$ cat src/rtl/led_pkg.sv
// led_pkg: shared mode encoding and LED patterns for the LED mode controller
package led_pkg;
  typedef enum logic [1:0] {MODE_OFF, MODE_RUN, MODE_BLINK, MODE_ALL_ON} mode_e;
  localparam logic [3:0] LED_ALL_OFF = 4'b0000;
  localparam logic [3:0] LED_ALL_ON  = 4'b1111;
  localparam logic [3:0] LED_ERR_A   = 4'b1010;
  localparam logic [3:0] LED_ERR_B   = 4'b0101;
  function automatic mode_e next_mode(input mode_e m);
    return mode_e'(m + 2'd1);
  endfunction
endpackage

$ cat src/rtl/key_debounce.sv
// key_debounce: synchronizes and debounces an active-low key into a one-cycle press pulse
module key_debounce #(
  parameter int DEBOUNCE_CYC = 1_000_000
) (
  input  logic sys_clk,
  input  logic rst_n,
  input  logic key_n,
  output logic press
);
  localparam int CW = $clog2(DEBOUNCE_CYC);
  localparam logic [CW-1:0] CNT_LAST = CW'(DEBOUNCE_CYC - 1);
  logic sync1, sync2, level, armed, accept;
  logic [1:0] fill;
  logic [CW-1:0] cnt;
  assign accept = (sync2 != level) && (cnt == CNT_LAST);
  always_ff @(posedge sys_clk) begin
    if (!rst_n) begin
      sync1 <= 1'b1;
      sync2 <= 1'b1;
      level <= 1'b1;
      cnt   <= '0;
      fill  <= '0;
      armed <= 1'b0;
      press <= 1'b0;
    end else begin
      sync1 <= key_n;
      sync2 <= sync1;
      fill  <= {fill[0], 1'b1};
      armed <= armed | (fill[1] & sync2 & level);
      cnt   <= (sync2 == level || accept) ? '0 : cnt + 1'b1;
      level <= accept ? sync2 : level;
      press <= accept & ~sync2 & armed;
    end
  end
endmodule

$ cat src/rtl/led_mode_ctrl.sv
// led_mode_ctrl: key-driven display-mode FSM with error override for the 4-LED bank
module led_mode_ctrl #(
  parameter int DEBOUNCE_CYC   = 1_000_000,
  parameter int BLINK_HALF_CYC = 25_000_000,
  parameter int ERR_HALF_CYC   = 5_000_000
) (
  input  logic       sys_clk,
  input  logic       rst_n,
  input  logic       key_n,
  input  logic       err_req,
  input  logic [3:0] run_led,
  output logic       run_vaild,
  output logic [1:0] mode,
  output logic [3:0] led
);
  import led_pkg::*;
  localparam int BW = $clog2(BLINK_HALF_CYC);
  localparam int EW = $clog2(ERR_HALF_CYC);
  localparam logic [BW-1:0] BLINK_LAST = BW'(BLINK_HALF_CYC - 1);
  localparam logic [EW-1:0] ERR_LAST   = EW'(ERR_HALF_CYC - 1);
  mode_e state, state_nxt;
  logic press, err_q, blink_on, blink_act, err_b;
  logic [BW-1:0] blink_cnt;
  logic [EW-1:0] err_cnt;
  logic [3:0] led_nxt;
  key_debounce #(.DEBOUNCE_CYC(DEBOUNCE_CYC)) u_key (
    .sys_clk(sys_clk),
    .rst_n(rst_n),
    .key_n(key_n),
    .press(press)
  );
  always_ff @(posedge sys_clk) begin
    if (!rst_n) state <= MODE_OFF;
    else        state <= state_nxt;
  end
  always_comb state_nxt = (press && !err_q) ? next_mode(state) : state;
  always_comb begin
    mode      = state;
    run_vaild = (state == MODE_RUN) && !err_q;
  end
  assign blink_act = (state == MODE_BLINK) && !err_q;
  always_comb led_nxt = err_q ? (err_b ? LED_ERR_B : LED_ERR_A) :
                        state == MODE_OFF   ? LED_ALL_OFF :
                        state == MODE_RUN   ? run_led :
                        state == MODE_BLINK ? (blink_on ? LED_ALL_ON : LED_ALL_OFF) :
                        LED_ALL_ON;
  always_ff @(posedge sys_clk) begin
    if (!rst_n) begin
      err_q     <= 1'b0;
      led       <= LED_ALL_OFF;
      blink_cnt <= '0;
      blink_on  <= 1'b1;
      err_cnt   <= '0;
      err_b     <= 1'b0;
    end else begin
      err_q     <= err_req;
      led       <= led_nxt;
      blink_cnt <= (!blink_act || blink_cnt == BLINK_LAST) ? '0 : blink_cnt + 1'b1;
      blink_on  <= !blink_act ? 1'b1 : (blink_cnt == BLINK_LAST) ? !blink_on : blink_on;
      err_cnt   <= (!err_q || err_cnt == ERR_LAST) ? '0 : err_cnt + 1'b1;
      err_b     <= !err_q ? 1'b0 : (err_cnt == ERR_LAST) ? !err_b : err_b;
    end
  end
endmodule

$ cat config.mk
export PLATFORM = sky130hd
export DESIGN_NAME = led_mode_ctrl
export DESIGN_NICKNAME = d
export VERILOG_FILES = /design/src/rtl/led_pkg.sv /design/src/rtl/key_debounce.sv /design/src/rtl/led_mode_ctrl.sv
export SDC_FILE = /design/constraint.sdc
export NUM_CORES = 1
export LEC_CHECK = 0
export ABC_CLOCK_PERIOD_IN_PS = 2000
export CORE_AREA = 2 2 87 89
export CTS_CLUSTER_DIAMETER = 200
export CTS_CLUSTER_SIZE = 16
export DETAILED_ROUTE_END_ITERATION = 10
export DIE_AREA = 0 0 89 91
export PLACE_DENSITY = 0.74
export SLEW_MARGIN = 20
export SYNTH_ARGS = -nofsm -noshare
export SYNTH_HDL_FRONTEND = slang
export SYNTH_SLANG_ARGS = --single-unit
export TNS_END_PERCENT = 100
$ cat constraint.sdc
create_clock -name sys_clk -period 2 [get_ports sys_clk]
set_clock_uncertainty 0.1 [all_clocks]
set_input_delay 0.5 -clock sys_clk [delete_from_list [all_inputs] [get_ports sys_clk]]
set_output_delay 0.5 -clock sys_clk [all_outputs]
set_load 0.05 [all_outputs]
==> flow_summary.toml, run 1 <==
[sta]
worst_hold_slack_ns = 0.320
period_needed_ns = 1.94
tightest_slew_ns = 0.477
fmax_mhz = 515
tns_ns = 0
setup_slack_ns = 0.0576
maxSlewViolCount = 0
slew_headroom_pct = 68.0
finalSetupViolations = 0
post-route-period-util_pct = 97.1
hold_violations = 0

[layout]
drive_gt1_share_pct = 17.8
diodes = 0
fin_cells = 577
final_common_cell = "dfxtp_1"
nets = 487
syn2layout_area_growth_pct = 17.4
final_cell_mix = "dfxtp_1 (79), nor2_1 (58), buf_4 (38)"

[grt]
grt_max_degree = 26
antenna_found_initial = 0
grt_pass1_vias = 2894
track_usage_pct = 18.9
grt_pass1_wl_um = 12300
overflow = 0

[synthesis]
async_flop_share_pct = 0
yosys.area_share.adder_pct = 1.97
syn_inst = 429
ys.flop_type = "dfxtp_1"
muxShareOfSynthArea_pct = 0
synthXorXnorAreaFrac_pct = 10.6
synth_fp_nets = 443
synth_cell_types = 41
yosys_warnings = 0
synth-seq-cells = 84
synth.avg_cell_area_um2 = 8.86
synth_compound_area_share_pct = 9.41
synth_top_family_by_area = "simple AND/OR/NAND/NOR gates"
synth-simple-area-share_pct = 30.0
syn-cell-area_mm2 = 0.00380
synth_edf_count = 0
seq_area_frac_synth_pct = 44.2

[critical_path]
worstPathRequired_ns = 2.19
startpoint = "err_cnt[1]$_SDFF_PP0_"
cp_data_arrival_time_ns = 2.13
endpoint = "err_b$_SDFFE_PN0N_"
critPathMaxFanout = 4
start_kind = "flop"
worst_setup_path_end_kind = "flop"
regToRegEndpoint = "err_b$_SDFFE_PN0N_"
r2r_cells = 5
ff2ff_setup_slack_ns = 0.06
r2r-start = "err_cnt[1]$_SDFF_PP0_"
worstSetupPathType = "reg2reg"

[clock_tree]
h-tree-depth = 3
cts_buffer_depth = 2
cts.sinks = 84
cts_setup_buffers = 0
path_clk_slew_ns = 0.09
numCtsBuffers = 9
cts-root-buf = "clkbuf_8"
insertion_delay_ns = 0.36
cts_tree = "built"

[placed_design]
place_inst = 560
hpwl_um = 5270
place.gp.congestion = 0.795
place_ws_ns = 0.0175
io_buffer_count = 14

[route]
vias = 3166
post_drt_wl_per_cell_um = 12.7
routed_wl_um = 7320
drt_iter0_markers = 115
drcViolationCount = 0
drt_pass1_iterations = 4
routed_via_density = 5.49
ant_nets = 0

[power_and_ir_drop]
powerDensity_mw_per_mm2 = 633
vdd_drop_max_v = 0.000327
power_leakage_nw = 1.40

[floorplan]
die_y_um = 91
ios = 15
die_x_um = 89
num_rows = 31
initial_core_util_pct = 53.3
die_area_mm2 = 0.00810
core_area_mm2 = 0.00714

[run_status]
status = "complete, no violations"

[run]
maxCapViolCount = 0

[hold_path]
min_path_type = "reg2reg"
holdPathStages = 1
-- worst min-delay path by stage --
stage,slack [ns],end,from
floorplan,0.29,u_key.sync2$_SDFF_PN1_,u_key.sync1$_SDFF_PN1_
global placement,0.29,u_key.sync2$_SDFF_PN1_,u_key.sync1$_SDFF_PN1_
detailed placement,0.30,u_key.sync2$_SDFF_PN1_,u_key.sync1$_SDFF_PN1_
CTS,0.32,u_key.sync2$_SDFF_PN1_,u_key.sync1$_SDFF_PN1_
finish,0.32,u_key.sync2$_SDFF_PN1_,u_key.sync1$_SDFF_PN1_
global route,0.33,u_key.sync2$_SDFF_PN1_,u_key.sync1$_SDFF_PN1_
-- critical path, stage by stage (launching register included) --
cell and delay (ns):
dfxtp_2 0.35, ha_2 0.20, nand3_2 0.13, or4_4 0.57
or3_1 0.38, a21oi_1 0.14
-- sequential cells by signal (all words and copies together), names as in the netlist --
signal,count
u_key.sync2,1
err_cnt,23
err_b,1
led,4
u_key.fill,2
u_key.cnt,20
u_key.press,1
blink_on,1
blink_cnt,25
u_key.level,1
mode,2
err_q,1
u_key.armed,1
u_key.sync1,1
-- synthesized netlist by cell type (2+ instances only) --
cell type / number / share of area (%)
nand2_1: 23 / 2.3
nand3_1: 23 / 3.0
nand4_2: 2 / 0.66
dfxtp_1: 84 / 44
nor3_1: 10 / 1.3
nand4b_1: 2 / 0.46
or3_1: 11 / 1.8
nor4b_1: 4 / 0.92
nor2b_1: 3 / 0.49
o31ai_1: 9 / 1.8
or4_1: 9 / 1.8
and3_1: 6 / 0.99
ha_1: 6 / 2.0
nor2_1: 59 / 5.8
a21boi_0: 4 / 0.79
nor4_1: 13 / 2.1
nand4_1: 20 / 3.3
clkbuf_1: 6 / 0.59
a21oi_1: 16 / 2.1
nand2b_1: 3 / 0.49
and4_1: 4 / 0.92
inv_1: 15 / 1.5
xor2_1: 18 / 4.1
and2_1: 7 / 1.2
o21ai_0: 15 / 2.0
or4_4: 4 / 1.2
buf_6: 3 / 0.89
xnor2_1: 28 / 6.5
o211ai_1: 2 / 0.39
a21oi_2: 4 / 0.92
buf_2: 6 / 0.79
-- per-stage QoR --
step	power, mW	cell area (um2)	util, %
2_1_floorplan	1.75	3800	-
3_3_place_gp	1.78	4240	59.4
3_5_place_dp	1.78	4240	59.4
4_1_cts	2.86	4430	62.0
5_1_grt	2.93	4460	62.6
6_report	2.83	4460	62.6
-- logic make-up after synthesis --
| family | count (synthesis) |
|---|---|
| AO/OA/AOI/OAI | 56 |
| XOR/XNOR | 46 |
| adder cells (fa/ha/maj) | 6 |
| buffers and inverters | 30 |
| flip-flops | 84 |
| AND/OR/NAND/NOR | 207 |
-- power breakdown --
part | switching (mW) | internal [mW]
Clock | 0.629 | 0.457
Combinational | 0.0264 | 0.0286
Sequential | 0.00615 | 1.68
-- per-layer routing --
metal | GRT usage (%) | part of all wire (%)
met5 | 0 | 0
met4 | 7.71 | 1.7
met3 | 3.45 | 3.3
met2 | 31.3 | 48
met1 | 23.7 | 47
-- timing repair --
| action | CTS | global route |
|---|---|---|
| gates resized for setup | 4 | 13 |
| pin swaps | 0 | 1 |
| endpoints found under the setup margin | 12 | 33 |
| endpoints found under the hold margin | 0 | 0 |
| gates cloned | 1 | 0 |
| hold buffers | 0 | 0 |
-- final cells by class --
type                    count  area (um2)
inverters                  15        56.3
clock inverters             7        51.3
fillers                   629        2670
well taps                  99         124
flip-flops and latches     84        1690
multi-input cells         315        2010
repair buffers             48         407
clock buffers               9         124
(Power assumes the default switching activity.)
==> run 2, diff against run 1 <==
- ABC_CLOCK_PERIOD_IN_PS: 2000 -> 2300
- CELL_PAD_IN_SITES_DETAIL_PLACEMENT: not set -> 2
- CELL_PAD_IN_SITES_GLOBAL_PLACEMENT: not set -> 2
- CORE_AREA: 2 2 87 89 -> 2 2 100 102
- DIE_AREA: 0 0 89 91 -> 0 0 102 104
- PLACE_DENSITY: 0.74 -> not set
- PLACE_DENSITY_LB_ADDON: not set -> 0.1
- clock period: 2 -> 2.3 ns (I/O delays scaled with it)
==> run 2 against run 1 <==
Routed wire length up 30%. Cell area decreased by 2.6%. Sequential power decreased by 13%. Die area up 31%. Cell count up 2.4%. Critical endpoint is now mode[1]. Largest cell class unchanged. Highest routed layer unchanged.
==> flow_summary.toml, run 2 (synthesized netlist as in run 1, its figures left out) <==
[run_status]
status = "complete, no violations"

[hold_path]
min_path_type = "reg2reg"
hold_start = "u_key.fill[0]$_DFF_P_"

[floorplan]
num_rows = 36
die_x_um = 102
initial_core_util_pct = 39.8
die_y_um = 104
ios = 15
core_area_mm2 = 0.00955
die_area_mm2 = 0.0106

[critical_path]
regToRegEndpoint = "err_cnt[22]$_SDFF_PP0_"
cpMaxStageDelayCell = "clkdlybuf4s50_1"
endpoint = "mode[1]"
critPathMaxFanout = 3
max_stage_delay_ns = 0.82
path_buf_inv = 1
cp_data_arrival_time_ns = 1.55
worstPathRequired_ns = 1.62
crit_path_cell_trace = "clkdlybuf4s50_1"
ff2ff_setup_slack_ns = 0.19
crit_family = "buffers and inverters"
r2r_cells = 5
crit_cells = 1
r2r-start = "err_cnt[0]$_SDFF_PP0_"
worst_setup_path_end_kind = "output pin"
startpoint = "mode[1]$_SDFFE_PN0P_"
worstSetupPathType = "reg2out"
start_kind = "flop"

[placed_design]
place_ws_ns = 0.174
place.gp.congestion = 0.731
hpwl_um = 6850
io_buffer_count = 14

[route]
post_drt_wl_per_cell_um = 16.1
routed_wl_um = 9540
routed_via_density = 5.38
drt_pass1_iterations = 4
ant_nets = 0
drcViolationCount = 0
vias = 3180
drt_iter0_markers = 68

[layout]
syn2layout_area_growth_pct = 14.5
diodes = 0
regMostFlops = "blink_cnt"
reg_top3 = "blink_cnt (25), err_cnt (23), u_key.cnt (20)"
final_util_pct = 45.6
fill_cells = 1071
final_common_cell = "dfxtp_1"
nets = 469
drive_gt1_share_pct = 10.3
largest_reg_flops = 25
final_cell_mix = "dfxtp_1 (84), nor2_1 (59), xnor2_1 (28)"
final-seq-area_mm2 = 0.00168
multi_input_area_mm2 = 0.00198

[grt]
grt_pass1_wl_um = 16600
antenna_found_initial = 0
track_usage_pct = 19.4
grt_pass1_vias = 3445
overflow = 0
grt_max_degree = 26

[power_and_ir_drop]
power_switching_mw = 0.559
power_leakage_nw = 1.30
pwr-share-clk_pct = 39.6
switching_share_pct = 22.3
p_seq_share_pct = 58.4
internal_power_mw = 1.95
vdd_drop_max_v = 0.000240
p_comb_share_pct = 1.9
powerDensity_mw_per_mm2 = 577

[sta]
tightest_slew_ns = 0.510
tns_ns = 0
finalSetupViolations = 0
maxSlewViolCount = 0
setup_slack_ns = 0.0746
period_needed_ns = 2.23
post-route-period-util_pct = 96.8
rsz0062_at_grt = "false"
slew_headroom_pct = 65.9
fmax_mhz = 449
hold_violations = 0

[clock_tree]
ctsHoldBuffers = 0
cts.sinks = 84
cts-root-buf = "clkbuf_8"
insertion_delay_ns = 0.36
h-tree-depth = 3
cts_tree = "built"
cts_buffer_depth = 2
path_clk_slew_ns = 0.08
numCtsBuffers = 9

[run]
maxCapViolCount = 0
-- run 2: cell count changes in the layout (fill, tap and decap cells not counted), sizes merged --
cell,before,now
clkinv,3,2
clkbuf,9,12
inv,17,15
clkdlybuf4s50,7,13
buf,41,17
clkinvlp,2,0
-- run 2: what timing repair did --
item	CTS	global route
buffers inserted	0	0
resized for setup	0	3
endpoints found under the setup margin	0	11
-- run 2: final cells by class --
type                       count  area share (%)
sequential                    84            38.7
clock inverter                 2           0.230
clock buffer                  12            3.80
tap                          133            3.83
timing repair buffer          30            6.59
multi-input combinational    315            45.6
inverter                      15            1.29
-- run 2: stage by stage --
step	power [mW]	instance area, um2	cells	hold slack, ns
detailed placement	1.55	4160	577	0.328
floorplan	1.52	3800	429	0.286
finish	2.51	4350	591	0.340
global placement	1.55	4160	577	0.318
global route	2.62	4350	591	0.355
CTS	2.55	4340	591	0.348
-- run 2: worst min-delay path by stage --
stage                                           to  cells after the start
after floorplan             u_key.sync2$_SDFF_PN1_                      1
after detailed placement  u_key.fill[1]$_SDFF_PN0_                      1
after global placement    u_key.fill[1]$_SDFF_PN0_                      1
after global routing      u_key.fill[1]$_SDFF_PN0_                      1
final                     u_key.fill[1]$_SDFF_PN0_                      1
after CTS                 u_key.fill[1]$_SDFF_PN0_                      1
-- run 2: per-layer routing --
metal | global-route usage [%] | up-vias | routed length (um)
met5 | 0 | - | 0
met4 | 6.00 | 0 | 130
met3 | 3.70 | 11 | 217
met2 | 31.7 | 27 | 4740
met1 | 25.7 | 1576 | 4450
li1 | - | 1566 | -
-- run 2: power groups by stage --
stage	clock [mW]	sequential (mW)	combinational [mW]
after floorplan	0	1.50	0.0170
after global placement	0	1.50	0.0469
after detailed placement	0	1.50	0.0480
after CTS	1.03	1.47	0.0486
after global routing	1.10	1.47	0.0530
final	0.995	1.47	0.0485
-- run 2: worst reg2reg max path, delay by kind of cell (launching register included) --
kind | cells | cell delay (ns)
adder cells (fa/ha/maj) | 1 | 0.24
AO/OA/AOI/OAI | 1 | 0.18
AND/OR/NAND/NOR | 3 | 1.12
flip-flops | 1 | 0.39
